==> src/rtl/lvds_link_trainer.sv <==
// lvds_link_trainer
//   Word-alignment sequencer for a multi-lane LVDS receive deserializer.
//   Every lane is compared against the training byte. A lane that does not
//   match gets a one-cycle bitslip pulse, followed by a settle window. Once a
//   lane has seen LOCK_COUNT matches in a row it is locked, and link_up follows
//   when every lane is locked. A lane that needs MAX_SLIPS slips fails the run.
//
//   Optional feature macro: LINK_TRAIN_TIMEOUT_EN
//     Defined     : a watchdog counts busy cycles. Reaching TIMEOUT_CYCLES
//                   forces FAIL with fail_lane = 0.
//     Not defined : no watchdog, and TIMEOUT_CYCLES has no effect.
module lvds_link_trainer #(
   parameter int          LANES          = 5,
   parameter logic [7:0]  TRAIN_PATTERN  = 8'h7E,
   parameter int          LOCK_COUNT     = 16,
   parameter int          SETTLE_CYCLES  = 4,
   parameter int          MAX_SLIPS      = 8,
   parameter int          TIMEOUT_CYCLES = 4096
) (
   input  logic                 clk,
   input  logic                 reset_n,
   input  logic                 start,
   input  logic [8*LANES-1:0]   rxdata,
   output logic [LANES-1:0]     bitslip,
   output logic [LANES-1:0]     lane_locked,
   output logic                 link_up,
   output logic                 train_busy,
   output logic                 train_fail,
   output logic [LANES-1:0]     fail_lane
);

   localparam int MC_W = $clog2(LOCK_COUNT + 1);
   localparam int SC_W = $clog2(MAX_SLIPS + 1);
   localparam int ST_W = $clog2(SETTLE_CYCLES + 1);

   typedef enum logic [2:0] {
      S_IDLE,
      S_CHECK,
      S_SLIP,
      S_SETTLE,
      S_TRACK,
      S_FAIL
   } state_t;

   state_t            state;
   logic [MC_W-1:0]   match_cnt [LANES];
   logic [SC_W-1:0]   slip_cnt  [LANES];
   logic [LANES-1:0]  slip_req;
   logic [ST_W-1:0]   settle_cnt;

   // Next-cycle values evaluated during CHECK and SLIP
   logic [MC_W-1:0]   match_nxt [LANES];
   logic [SC_W-1:0]   slip_nxt  [LANES];
   logic [LANES-1:0]  lock_nxt;
   logic [LANES-1:0]  req_nxt;
   logic [LANES-1:0]  max_hit;

   logic              busy_state;
   logic              restart;
   logic              wd_expire;

   assign busy_state = (state == S_CHECK) || (state == S_SLIP) || (state == S_SETTLE);
   assign restart    = start && !busy_state;

`ifdef LINK_TRAIN_TIMEOUT_EN
   localparam int WD_W = $clog2(TIMEOUT_CYCLES + 1);

   logic [WD_W-1:0] wd_cnt;

   // The watchdog expires on the edge that would make TIMEOUT_CYCLES busy cycles
   assign wd_expire = busy_state && (wd_cnt == WD_W'(TIMEOUT_CYCLES - 1));

   // Watchdog: cleared on an accepted start, counts (saturating) while busy
   always_ff @(posedge clk or negedge reset_n) begin
      if (!reset_n) begin
         wd_cnt <= '0;
      end else if (restart) begin
         wd_cnt <= '0;
      end else if (busy_state && (wd_cnt != WD_W'(TIMEOUT_CYCLES))) begin
         wd_cnt <= wd_cnt + 1'b1;
      end
   end
`else
   assign wd_expire = 1'b0;
`endif

   // Per-lane match/lock/slip bookkeeping for the current cycle
   always_comb begin
      // NOTE: every output of this block gets a default before any branch, so
      // no path leaves a value unassigned and no latch can be inferred.
      lock_nxt = lane_locked;
      req_nxt  = slip_req;
      max_hit  = '0;
      for (int i = 0; i < LANES; i++) begin
         match_nxt[i] = match_cnt[i];
         slip_nxt[i]  = slip_cnt[i];

         // Locked lanes hold their state and ignore mismatches
         if (!lane_locked[i]) begin
            if (rxdata[8*i +: 8] == TRAIN_PATTERN) begin
               if (match_cnt[i] != MC_W'(LOCK_COUNT))
                  match_nxt[i] = match_cnt[i] + 1'b1;
               lock_nxt[i] = (match_nxt[i] == MC_W'(LOCK_COUNT));
            end else begin
               match_nxt[i] = '0;
               req_nxt[i]   = 1'b1;
            end
         end

         if (slip_req[i] && (slip_cnt[i] != SC_W'(MAX_SLIPS)))
            slip_nxt[i] = slip_cnt[i] + 1'b1;
         max_hit[i] = slip_req[i] && (slip_nxt[i] == SC_W'(MAX_SLIPS));
      end
   end

   // Training FSM with registered outputs
   always_ff @(posedge clk or negedge reset_n) begin
      if (!reset_n) begin
         state       <= S_IDLE;
         slip_req    <= '0;
         settle_cnt  <= '0;
         bitslip     <= '0;
         lane_locked <= '0;
         link_up     <= 1'b0;
         train_busy  <= 1'b0;
         train_fail  <= 1'b0;
         fail_lane   <= '0;
         // NOTE: the counter arrays are state the FSM decides on, so they are
         // reset like any other register rather than left as uninitialised storage.
         for (int i = 0; i < LANES; i++) begin
            match_cnt[i] <= '0;
            slip_cnt[i]  <= '0;
         end
      end else begin
         // NOTE: non-blocking assignments throughout, so every branch reads the
         // pre-edge register values and later assignments override earlier ones.
         bitslip <= '0;

         if (wd_expire) begin
            // Timeout wins over a same-cycle lock or slip
            state      <= S_FAIL;
            slip_req   <= '0;
            train_busy <= 1'b0;
            train_fail <= 1'b1;
            link_up    <= 1'b0;
            fail_lane  <= '0;
         end else begin
            case (state)
               S_IDLE, S_TRACK, S_FAIL: begin
                  if (start) begin
                     state       <= S_CHECK;
                     slip_req    <= '0;
                     lane_locked <= '0;
                     fail_lane   <= '0;
                     link_up     <= 1'b0;
                     train_fail  <= 1'b0;
                     train_busy  <= 1'b1;
                     for (int i = 0; i < LANES; i++) begin
                        match_cnt[i] <= '0;
                        slip_cnt[i]  <= '0;
                     end
                  end else if (state == S_TRACK) begin
                     link_up <= 1'b1;
                  end
               end

               S_CHECK: begin
                  lane_locked <= lock_nxt;
                  slip_req    <= req_nxt;
                  for (int i = 0; i < LANES; i++)
                     match_cnt[i] <= match_nxt[i];
                  if (&lock_nxt) begin
                     state      <= S_TRACK;
                     train_busy <= 1'b0;
                  end else if (|req_nxt) begin
                     state   <= S_SLIP;
                     bitslip <= req_nxt;
                  end
               end

               S_SLIP: begin
                  slip_req <= '0;
                  for (int i = 0; i < LANES; i++)
                     slip_cnt[i] <= slip_nxt[i];
                  if (|max_hit) begin
                     state      <= S_FAIL;
                     fail_lane  <= max_hit;
                     train_fail <= 1'b1;
                     train_busy <= 1'b0;
                  end else begin
                     state      <= S_SETTLE;
                     settle_cnt <= '0;
                  end
               end

               S_SETTLE: begin
                  if (settle_cnt == ST_W'(SETTLE_CYCLES - 1)) begin
                     state <= S_CHECK;
                  end else begin
                     settle_cnt <= settle_cnt + 1'b1;
                  end
               end

               default: begin
                  state <= S_IDLE;
               end
            endcase
         end
      end
   end

endmodule

==> config.mk <==
export PLATFORM = sky130hd
export DESIGN_NAME = lvds_link_trainer
export DESIGN_NICKNAME = d
export VERILOG_FILES = /design/src/rtl/lvds_link_trainer.sv
export SDC_FILE = /design/constraint.sdc
export NUM_CORES = 1
export LEC_CHECK = 0
export ABC_AREA = 1
export BUFFER_PORTS_ARGS = -buffer_cell sky130_fd_sc_hd__clkbuf_2
export CAP_MARGIN = 20
export CORE_MARGIN = 3
export CORE_UTILIZATION = 58
export DETAILED_ROUTE_END_ITERATION = 10
export PLACE_DENSITY = 0.85
export SYNTH_ARGS = -nofsm -noshare
export SYNTH_HDL_FRONTEND = slang
export SYNTH_SLANG_ARGS = --single-unit
export TNS_END_PERCENT = 20
==> constraint.sdc <==
create_clock -name clk -period 2.3 [get_ports clk]
set_clock_uncertainty 0.2 [all_clocks]
set_input_delay 0.23 -clock clk [delete_from_list [all_inputs] [get_ports clk]]
set_output_delay 0.23 -clock clk [all_outputs]
set_load 0.01 [all_outputs]
Word level (Yosys, flattened, before mapping)
Cells that the tools add are included.
- flip-flop bits (word level): 74
- latch bits: 0
- memory bits (writable): 0
- bits in read-only memories: 0
- output and inout bits: 18
- word-level logic and storage cells: 186
- memories: 0
- $add $sub $neg: 11
- $mul: 0
- divide/modulo/power cells: 0
- $lt $le $gt $ge: 0
- equality and inequality tests: 43
- shift operators: 0
- mux-type cells: 80
- bitwise operators: 0
- reductions and logical operators: 33
- operators with widths (operator ; count):
    $mux W5 ; 30
    $pmux W25 S2 ; 1
    $eq A8 B7 Y1 const B ; 5
    $pmux W20 S2 ; 1
    $mux W1 ; 27
    $add A5 B1 Y5 const B ; 5
    $eq A5 B5 Y1 const B ; 5
    $mux W25 ; 1
    $ne A5 B5 Y1 const B ; 5
    $reduce_and A3 Y1 ; 8
    $mux W3 ; 7
    $add A4 B1 Y4 const B ; 5
    $eq A4 B4 Y1 const B ; 5
    $mux W20 ; 1
    $mux W4 ; 5
    $ne A4 B4 Y1 const B ; 5
    $pmux W5 S2 ; 2
    $ne A2 B2 Y1 const B ; 8
    $pmux W5 S3 ; 1
    $pmux W3 S4 ; 1
    $logic_and A1 B1 Y1 ; 10
    $reduce_or A5 Y1 ; 2
    $eq A3 B2 Y1 const B ; 3
    $reduce_and A2 Y1 ; 4
    other kinds (14) ; 20

Logic depth before layout (Yosys ltp)
Gate-level depths: netlist (run 1).
- word-level depth: 10
- depth in mapped cells: 18

Worst setup path after synthesis (run 1)
Ideal clock, no wire load.
- path type: reg2reg
- start: reg slip_cnt[16] (netlist name)
- end: reg state[2]
- library setup time: 0.117 ns
- data arrival time: 1.597 ns
- required time: 1.983 ns
- setup slack: 0.386 ns
- stages on the path, launching flop included: 16
- buffers on the path: 0
- path through: dfrtp_1 -> inv_1 -> ha_1 -> nand3_2 -> nand2_2 -> inv_2 -> o21ai_0 -> nor2_1 -> nand2_1 -> nand2_1 -> inv_1 -> nand3_4 -> nand2_1 -> nand2_1 -> inv_1 -> nand2_1
- cells in the longest elaborated chain, start to end: 8
- elaborated cells between the ends (all ways): 9
- those cells by class: add/sub: 1; eq/ne: 2; mux: 3; reduce/logical: 3
- RTL lines (element ; line ; text):
    from (decl) ; 47 ; logic [SC_W-1:0] slip_cnt [LANES];
    from (signal, indexed assignment) ; 184 ; slip_cnt[i] <= slip_nxt[i];
    branches (longest 2 deep; another with $add A4 B1 Y4) ; -- ;
    $mux W4 (*) ; 110 ; if (slip_req[i] && (slip_cnt[i] != SC_W'(MAX_SLIPS)))
    $eq A4 B4 Y1 (*) ; 112 ; max_hit[i] = slip_req[i] && (slip_nxt[i] == SC_W'(MAX_SLIPS));
    $logic_and A1 B1 Y1 (*) ; 112 ;
    $reduce_or A5 Y1 (*) ; 185 ; if (|max_hit) begin
    $mux W3 (*) ; 185 ;
    $pmux W3 S4 (*) ; 148 ; case (state)
    to (signal assigned) ; 151 ; state <= S_CHECK;
    to (signal assigned) ; 186 ; state <= S_FAIL;
    to (signal assigned) ; 191 ; state <= S_SETTLE;
    to (decl) ; 45 ; state_t state;
Every way passes the cells marked *.
A chain may end at the register's enable or synchronous reset.

Worst setup path after layout (run 1)
- start: reg match_cnt[5] (netlist name)
- end: reg state[1]
- cells in the longest elaborated chain, start to end: 10
- elaborated cells between the ends (all ways): 13
- those cells by class: add/sub: 1; eq/ne: 3; mux: 7; reduce/logical: 2
- RTL lines (element ; line ; text):
    from (decl) ; 46 ; logic [MC_W-1:0] match_cnt [LANES];
    from (signal, indexed assignment) ; 171 ; match_cnt[i] <= match_nxt[i];
    $add A5 B1 Y5 or $ne A5 B5 Y1 (tied branches) ; 102, 101 ;
    $mux W5 (*) ; 101 ; if (match_cnt[i] != MC_W'(LOCK_COUNT))
    $mux W5 (*) ; 100 ; if (rxdata[8*i +: 8] == TRAIN_PATTERN) begin
    $mux W5 (*) ; 99 ; if (!lane_locked[i]) begin
    $eq A5 B5 Y1 (*) ; 103 ; lock_nxt[i] = (match_nxt[i] == MC_W'(LOCK_COUNT));
    $mux W1 (*) ; 100 ;
    $mux W1 (*) ; 99 ;
    $reduce_and A5 Y1 (*) ; 172 ; if (&lock_nxt) begin
    $mux W3 or $ne A3 B1 Y1 (tied branches) ; -- ;
    $pmux W3 S4 or $reduce_and A3 Y1 (tied branches) ; -- ;
    to (signal assigned) ; 151 ;
    to (signal assigned) ; 173 ; state <= S_TRACK;
    to (signal assigned) ; 176 ; state <= S_SLIP;
Every way passes the cells marked *; elsewhere a longest branch is shown, timed or not. The select of a mux whose other input is x is not followed.

==> results.yml, run 1 <==
timing:
  relSlewSlack_pct: 59.7
  finalSetupViolCount: 0
  worst_pin_slew_ns: 0.600
  tns_ns: 0
  min_period_ns: 2.26
  fin_crit_sh_pct: 98.2
  setup_ws_ns: 0.0404
  slew_viol_final: 0
  fmax_ghz: 0.443
  finalHoldViolations: 0
  whs_ns: 0.115
cells_and_area:
  multi_input_area_um2: 2500
  layout_common_cells: "192 x nand2_1, 70 x dfrtp_1, 69 x inv_1"
  area_delta_synth_final_pct: 18.8
  utilization_pct: 73.4
  layout_commonest_cell: "nand2_1"
  n_antenna_cell: 0
  final-seq-area_um2: 1860
  nets: 777
  drive_gt1_share_pct: 23.3
  fill_cells: 518
worst_hold_path:
  min_path_cells: 4
  min_path_type: "input port to register"
  hp-start: "rxdata[8]"
  hold_path_end: "match_cnt[19]$_DFFE_PN0P_"
clocking:
  h-tree-depth: 3
  clk_latency_ns: 0.35
  cts_tree: "built"
  clock_sinks: 74
  root_buffer: "clkbuf_8"
  cts.clk_slew.worst_paths_ns: 0.08
  cts_buffers: 9
  clockBufferDepth: 2
global_route:
  track_usage_pct: 25.3
  grt_antenna_before_repair: 0
  overflow: 0
  grt_max_degree: 75
  grt_pass1_wl_um: 18400
  grt_pass1_vias: 4262
synthesis:
  synth-seq-area-share_pct: 40.0
  synth_area_leaders: "dfrtp_1 40%, nand2_1 16%, inv_1 6.3%"
  avgSynthCellArea_um2: 7.35
  synth_top_area_cell: "dfrtp_1"
  syn_inst: 629
  syn_area_um2: 4630
  ys_ff_latch: 74
  synth_warnings: 0
  yosys.area_share.simple_pct: 33.6
  synth_compound_area_share_pct: 10.1
  yosys.cell_types.count: 33
  synth_top_family_by_area: "simple AND/OR/NAND/NOR gates"
  synth_nets: 694
  yosys.area.top_type_share_pct: 40.0
  synth-xor-area-share_pct: 2.46
  synth-adder-area-share_pct: 5.95
  synthMuxAreaShare_pct: 0
critical_path:
  rr_startpoint: "match_cnt[5]$_DFFE_PN0P_"
  max_stage_delay_ns: 0.46
  cp.required_ns: 2.33
  r2r_end: "state[1]$_DFFE_PN0P_"
  critPathSlowestCell: "dfrtp_2"
  critPathLaunchType: "register"
  end_kind: "register"
  cpMostUsedCell: "nand2_1"
  crit_chain: "inv_2 -> ha_2 -> nand2_1 -> inv_2 -> nand2_2 -> nand2_2 -> nand2_1 -> nor2_2 -> nand2_1 -> nand2_1 -> nand2_1 -> nor2_2 -> nand2_2 -> nand2_2 -> nand2_1 -> nand3_1 -> nand2_1"
  critical_path_class: "register to register"
  critical_path.max_fanout: 5
  ff2ff_setup_slack_ns: 0.04
  reg2regPathDepth: 17
  crit_arrival_ns: 2.29
power:
  vdd_ir_drop_max_uv: 793
  p_seq_share_pct: 35.1
  swShare_pct: 42.6
  p_int_uw: 3060
  power_switching_uw: 2270
  p_comb_share_pct: 43.2
  powerDensity_nw_per_um2: 971
  p_clk_share_pct: 21.7
  p_leak_uw: 0.00281
placement:
  routabilityCongestion: 0.929
  place_ws_ns: 0.106
  portBuffers: 60
  place_hpwl_um: 8080
routing:
  route.detailed.drc: 0
  drt_iter0_drc: 343
  route.vias.total: 4469
  detail_route.vias_per_cell: 5.48
  wl_per_cell_um: 13.8
  detail-route-antenna-nets: 0
  dr.pass1.iters: 6
  totalWireLength_um: 11300
status:
  status: "complete, no violations"
flow_run:
  maxCapViolCount: 0
floorplanning:
  die_w_um: 95.3
  die_height_um: 95.3
  core_um2: 7490
  die-area_um2: 9080
  start_util_pct: 61.8
  num_rows: 31
  num_io_pins: 61
==> flip-flops by register name, summed over array words and instances, names as in the netlist <==
signal,count
slip_cnt,20
match_cnt,25
bitslip,5
train_fail,1
settle_cnt,3
link_up,1
state,3
lane_locked,5
fail_lane,5
slip_req,5
train_busy,1
==> layer usage <==
layer  part of all wire [%]  routed length, um  global-route usage (%)
met1                     42               4690                    31.8
met2                     51               5750                    43.1
met3                    5.6                633                    5.29
met4                    1.7                191                    8.65
met5                      0                  0                       0
==> logic make-up after synthesis <==
logic type | count (synthesis)
buffers and inverters | 94
flip-flops | 74
AND/OR/NAND/NOR | 350
adder cells (fa/ha/maj) | 22
XOR/XNOR | 13
AO/OA/AOI/OAI | 76
==> through the flow <==
step / instances / cell area (um^2) / total power, uW
6_report: 816 / 5490 / 5340
2_1_floorplan: 629 / 4630 / 3340
3_3_place_gp: 786 / 5060 / 3860
3_5_place_dp: 786 / 5060 / 3980
4_1_cts: 803 / 5300 / 5130
5_1_grt: 816 / 5490 / 5710
==> worst max-delay path, delay by kind of cell (launching register included) <==
kind	cells	cell delay [ns]
AND/OR/NAND/NOR	14	1.19
adder cells (fa/ha/maj)	1	0.17
flip-flops	1	0.46
buffers and inverters	2	0.15
==> cell type report <==
type / instances / area share [%]
clock buffer: 12 / 2.82
clock inverter: 4 / 1.34
inverter: 88 / 6.01
multi-input combinational: 461 / 45.5
sequential: 74 / 33.8
tap: 99 / 2.25
timing repair buffer: 78 / 8.24
==> repair_timing <==
item                                    CTS  global route
endpoints found under the setup margin    0            13
hold buffers                              1             0
setup buffers                             0            13
resized for setup                         0            39
endpoints found under the hold margin    74             0
==> cells in the mapped netlist <==
master / count
xor2_1: 7
nand2_1: 200
buf_6: 1
or3_4: 1
nor3_1: 2
and2_1: 2
inv_1: 78
nand2_4: 5
nor2_4: 1
nand3_4: 1
dfrtp_1: 74
a21oi_1: 9
o21ai_1: 7
inv_2: 10
nand3_2: 5
nand3_1: 44
ha_1: 22
buf_2: 2
o21ai_2: 7
o21ai_0: 33
nand2_2: 9
nand4_1: 14
nor2_2: 2
o22ai_1: 6
a32o_1: 7
o31ai_1: 1
nor3b_1: 3
clkbuf_1: 3
o21bai_1: 2
xnor2_1: 6
nor2_1: 58
a22oi_1: 4
or2_2: 3
==> worst max-delay path by stage <==
| stage | start | endpoint | slack (ns) | cells after the start |
|---|---|---|---|---|
| final | match_cnt[5]$_DFFE_PN0P_ | state[1]$_DFFE_PN0P_ | 0.04 | 17 |
| after global routing | match_cnt[5]$_DFFE_PN0P_ | train_busy$_DFFE_PN0P_ | -0.10 | 17 |
| after CTS | slip_cnt[16]$_DFFE_PN0P_ | state[2]$_DFFE_PN0P_ | 0.09 | 15 |
| after detailed placement | slip_cnt[16]$_DFFE_PN0P_ | state[2]$_DFFE_PN0P_ | 0.11 | 15 |
| after global placement | slip_cnt[16]$_DFFE_PN0P_ | state[2]$_DFFE_PN0P_ | 0.18 | 15 |
| after floorplan | slip_cnt[16]$_DFFE_PN0P_ | state[2]$_DFFE_PN0P_ | 0.39 | 15 |
==> power groups by stage <==
stage                     sequential (uW)  combinational (uW)  clock, uW
after floorplan                      1860                1490          0
after global placement               1880                1980          0
after detailed placement             1900                2080          0
after CTS                            1870                2090       1170
after global routing                 1910                2580       1220
final                                1870                2310       1160
Power figures use the tool's default switching activity.
==> inputs of run 2 (changes only) <==
- REMOVE_ABC_BUFFERS: unset -> 1
==> run 2 against run 1 <==
Register-to-register slack better by 0.09 ns. Sequential power about the same. Worst hold slack worse by 0.0028 ns. Fmax increased by 4.0%. First-iteration DRC count decreased by 7.9%. Critical path depth fell by 3. Core utilization is 0.74 points lower. Critical endpoint is now state[2]$_DFFE_PN0P_. Highest routed layer unchanged. Combinational power decreased by 3%. Sequential share of layout area is 0.30 points higher. Sequential cell count is the same. Total power is 1.4% lower.
==> results.yml, run 2 (synthesized netlist as in run 1, its figures left out) <==
floorplanning:
  core_um2: 7490
  start_util_pct: 61.8
  num_io_pins: 61
  num_rows: 31
  die-area_um2: 9080
  die_height_um: 95.3
  die_w_um: 95.3
cells_and_area:
  reg.largest.list: "match_cnt: 25 flops, slip_cnt: 20 flops"
  nets: 776
  largest_register_ffs: 25
  drive_gt1_share_pct: 20.8
  layout_common_cells: "195 x nand2_1, 74 x inv_1, 72 x dfrtp_1"
  fill_cells: 561
  area_delta_synth_final_pct: 17.6
  n_antenna_cell: 0
  multi_input_area_um2: 2470
  regMostFlops: "match_cnt"
  layout_commonest_cell: "nand2_1"
  final-seq-area_um2: 1850
  utilization_pct: 72.7
clocking:
  clk_latency_ns: 0.35
  root_buffer: "clkbuf_8"
  h-tree-depth: 3
  cts_buffers: 9
  clockBufferDepth: 2
  clock_sinks: 74
  cts_tree: "built"
  cts.clk_slew.worst_paths_ns: 0.08
critical_path:
  ff2ff_setup_slack_ns: 0.13
  cp.required_ns: 2.34
  critical_path.max_fanout: 7
  r2r_end: "state[2]$_DFFE_PN0P_"
  crit_arrival_ns: 2.21
  critPathLaunchType: "register"
  reg2regPathDepth: 14
  rr_startpoint: "slip_cnt[12]$_DFFE_PN0P_"
  end_kind: "register"
  critical_path_class: "register to register"
routing:
  dr.pass1.iters: 5
  detail_route.vias_per_cell: 5.43
  detail-route-antenna-nets: 0
  route.detailed.drc: 0
  drt_iter0_drc: 316
  wl_per_cell_um: 13.6
  totalWireLength_um: 11100
  route.vias.total: 4423
placement:
  place_ws_ns: 0.133
  place_hpwl_um: 8050
  portBuffers: 60
  routabilityCongestion: 0.875
global_route:
  grt_pass1_wl_um: 18300
  overflow: 0
  grt_antenna_before_repair: 0
  grt_pass1_vias: 4212
  track_usage_pct: 25.4
  grt_max_degree: 75
worst_hold_path:
  hp-start: "rxdata[17]"
  hold_path_end: "match_cnt[14]$_DFFE_PN0P_"
  min_path_cells: 5
  min_path_type: "input port to register"
timing:
  worst_pin_slew_ns: 0.524
  finalHoldViolations: 0
  finalSetupViolCount: 0
  tns_ns: 0
  whs_ns: 0.112
  slew_viol_final: 0
  fmax_ghz: 0.460
  setup_ws_ns: 0.127
  relSlewSlack_pct: 64.8
  min_period_ns: 2.17
  fin_crit_sh_pct: 94.5
power:
  finalPower_uw: 5260
  p_leak_uw: 0.00279
  vdd_ir_drop_max_uv: 726
  powerDensity_nw_per_um2: 967
flow_run:
  maxCapViolCount: 0
status:
  status: "complete, no violations"
==> run 2: how the worst max path moves through the flow <==
| stage | to | from | slack (ns) | cells past startpoint |
|---|---|---|---|---|
| after floorplan | fail_lane[0]$_DFFE_PN0P_ | state[2]$_DFFE_PN0P_ | 0.11 | 8 |
| after global placement | state[2]$_DFFE_PN0P_ | slip_cnt[16]$_DFFE_PN0P_ | 0.17 | 15 |
| after detailed placement | state[2]$_DFFE_PN0P_ | slip_cnt[16]$_DFFE_PN0P_ | 0.13 | 15 |
| after CTS | train_busy$_DFFE_PN0P_ | match_cnt[15]$_DFFE_PN0P_ | 0.09 | 17 |
| after global routing | state[1]$_DFFE_PN0P_ | match_cnt[0]$_DFFE_PN0P_ | -0.02 | 17 |
| final | state[2]$_DFFE_PN0P_ | slip_cnt[12]$_DFFE_PN0P_ | 0.13 | 14 |
==> run 2: cell type report <==
| class | instances | share of cell area, % |
|---|---|---|
| Sequential cell | 74 | 34.1 |
| Clock inverter | 2 | 1.10 |
| Multi-Input combinational cell | 461 | 45.5 |
| Tap cell | 99 | 2.28 |
| Inverter | 88 | 6.07 |
| Timing Repair Buffer | 77 | 8.14 |
| Clock buffer | 14 | 2.81 |
==> run 2: through the flow <==
| stage | cells | cell area [um^2] |
|---|---|---|
| finish | 815 | 5440 |
| global route | 815 | 5440 |
| CTS | 803 | 5280 |
| detailed placement | 786 | 5060 |
| global placement | 786 | 5060 |
| floorplan | 623 | 4590 |
==> run 2: timing repair <==
action,CTS,global route
hold buffers,1,0
setup buffers,0,12
endpoints found under the setup margin,0,16
gates resized for setup,0,24
hold endpoints to repair,74,0
==> run 2: where the power goes <==
group | internal [uW] | switching [uW] | total, uW
registers | 1570 | 323 | 1900
logic | 771 | 1470 | 2240
clock network | 644 | 478 | 1120
==> run 2: critical path: stages, from the launching register on <==
cell	delay (ns)
dfrtp_1	0.44
inv_1	0.10
ha_1	0.22
nand3_2	0.10
nand2_4	0.08
o21ai_2	0.18
nor2_1	0.07
nand2_1	0.10
nand2_1	0.07
nor2_2	0.12
nand3_4	0.14
nand2_2	0.10
nand2_1	0.05
inv_1	0.05
nand2_1	0.05
==> run 2: metal layers <==
metal  wire length (um)  track usage, %
met1               4660            33.0
met2               5600            42.5
met4                227            10.5
met3                568            3.71
met5                  0               0
==> inputs of run 3 (changes only) <==
- CORE_UTILIZATION: 58 -> 25
- GPL_TIMING_DRIVEN: unset -> 0
- PLACE_DENSITY: 0.85 -> 0.46
- RECOVER_POWER: unset -> 25
==> run 3 against run 2 <==
Worst setup slack better by 0.046 ns. Sequential power is 2% lower. Via count is 7.2% lower. Largest power group unchanged. Largest cell class unchanged. Combinational power is 2% lower. Critical path type unchanged. Sequential share of layout area is 1.5 points lower.
==> results.yml, run 3 (synthesized netlist as in run 1, its figures left out) <==
status:
  status: "complete, no violations"
global_route:
  grt_antenna_before_repair: 0
  grt_pass1_vias: 3859
  grt_max_degree: 47
  grt_pass1_wl_um: 18700
  track_usage_pct: 11.4
  overflow: 0
cells_and_area:
  n_antenna_cell: 0
  layout_common_cells: "191 x nand2_1, 72 x dfrtp_1, 71 x inv_1"
  fill_cells: 1945
  utilization_pct: 31.5
  final-seq-area_um2: 1850
  regMostFlops: "match_cnt"
  nets: 776
  multi_input_area_um2: 2500
  drive_gt1_share_pct: 22.3
  area_delta_synth_final_pct: 23.2
  largest_register_ffs: 25
  layout_commonest_cell: "nand2_1"
  reg.largest.list: "match_cnt: 25 flops, slip_cnt: 20 flops"
clocking:
  root_buffer: "clkbuf_16"
  clockBufferDepth: 2
  clock_sinks: 74
  cts_tree: "built"
  clk_latency_ns: 0.34
  cts.clk_slew.worst_paths_ns: 0.06
  h-tree-depth: 3
  cts_buffers: 9
critical_path:
  r2r_end: "settle_cnt[0]$_DFFE_PN0P_"
  rr_startpoint: "slip_cnt[17]$_DFFE_PN0P_"
  critical_path.max_fanout: 6
  critPathLaunchType: "register"
  critical_path_class: "register to register"
  end_kind: "register"
  cp.required_ns: 2.33
  crit_arrival_ns: 2.16
  reg2regPathDepth: 14
  ff2ff_setup_slack_ns: 0.17
floorplanning:
  die_w_um: 142
  num_rows: 49
  start_util_pct: 25.6
  die-area_um2: 20200
  die_height_um: 142
  num_io_pins: 61
  core_um2: 18100
placement:
  place_ws_ns: -0.837
  portBuffers: 60
  routabilityCongestion: 0.770
  place_hpwl_um: 8070
timing:
  relSlewSlack_pct: 51.0
  min_period_ns: 2.13
  finalHoldViolations: 0
  setup_ws_ns: 0.173
  rsz0062_at_grt: "yes"
  tns_ns: 0
  fmax_ghz: 0.470
  slew_viol_final: 0
  whs_ns: 0.118
  worst_pin_slew_ns: 0.735
  fin_crit_sh_pct: 92.5
  finalSetupViolCount: 0
power:
  powerDensity_nw_per_um2: 964
  vdd_ir_drop_max_uv: 451
  p_leak_uw: 0.00280
  finalPower_uw: 5490
routing:
  detail-route-antenna-nets: 0
  route.vias.total: 4106
  dr.pass1.iters: 4
  detail_route.vias_per_cell: 4.34
  route.detailed.drc: 0
  drt_iter0_drc: 250
  totalWireLength_um: 11000
  wl_per_cell_um: 11.6
worst_hold_path:
  min_path_type: "input port to register"
  min_path_cells: 5
  hp-start: "rxdata[19]"
  hold_path_end: "match_cnt[14]$_DFFE_PN0P_"
flow_run:
  maxCapViolCount: 0
## run 3: cell count changes in the layout (fill, tap and decap cells not counted), sizes merged
cell,before,now
clkinv,0,4
clkbuf,73,70
buf,17,15
clkinvlp,0,2
bufinv,2,1
## run 3: worst max-delay path by stage
stage	from	to	slack (ns)	cells after the start
finish	slip_cnt[17]$_DFFE_PN0P_	settle_cnt[0]$_DFFE_PN0P_	0.17	14
detailed placement	state[2]$_DFFE_PN0P_	fail_lane[2]$_DFFE_PN0P_	-0.84	8
floorplan	state[2]$_DFFE_PN0P_	fail_lane[0]$_DFFE_PN0P_	0.11	8
global placement	state[2]$_DFFE_PN0P_	fail_lane[2]$_DFFE_PN0P_	-0.92	8
global route	slip_cnt[0]$_DFFE_PN0P_	fail_lane[2]$_DFFE_PN0P_	-0.02	14
CTS	match_cnt[0]$_DFFE_PN0P_	train_busy$_DFFE_PN0P_	0.03	16
## run 3: power by group
part	switching [uW]	total [uW]	internal, uW
Sequential	285	1860	1580
Combinational	1430	2190	761
Clock	597	1440	847
Total	2310	5490	3190
## run 3: repair_timing
action,4_1_cts,5_1_grt
pin swaps,1,8
setup endpoints to repair,26,18
cloned,0,0
resized for setup,3,32
hold buffers,1,0
buffers inserted,1,14
hold endpoints to repair,28,0
## run 3: critical path: stages (launching register included)
cell     delay (ns)
dfrtp_1        0.41
inv_1          0.10
ha_1           0.17
nand3_2        0.09
nand2_2        0.08
inv_2          0.06
o21ai_1        0.16
nor2_1         0.07
nand2_1        0.10
nand2_1        0.06
inv_1          0.08
nand3_4        0.13
buf_4          0.17
nand3_1        0.06
nand2_1        0.06
## run 3: layout make-up
cell class	instances	share of cell area, %
Inverter	88	5.80
Sequential cell	74	32.5
Clock buffer	9	3.95
Tap cell	229	5.03
Timing Repair Buffer	77	7.44
Clock inverter	7	1.41
Multi-Input combinational cell	461	43.8
## run 3: per-layer routing
metal / share of wire [%] / global-route usage [%] / up-vias / wire [um]
met3: 3.2 / 2.08 / 11 / 353
li1: - / - / 2188 / -
met5: 0 / 0 / - / 0
met4: 1.7 / 4.39 / 0 / 186
met2: 46 / 17.8 / 58 / 5040
met1: 49 / 15.6 / 1849 / 5410
## run 3: stage by stage
stage	instance area, um^2	instances
floorplan	4590	623
global placement	5180	912
detailed placement	5210	913
CTS	5550	931
global route	5700	945
finish	5700	945
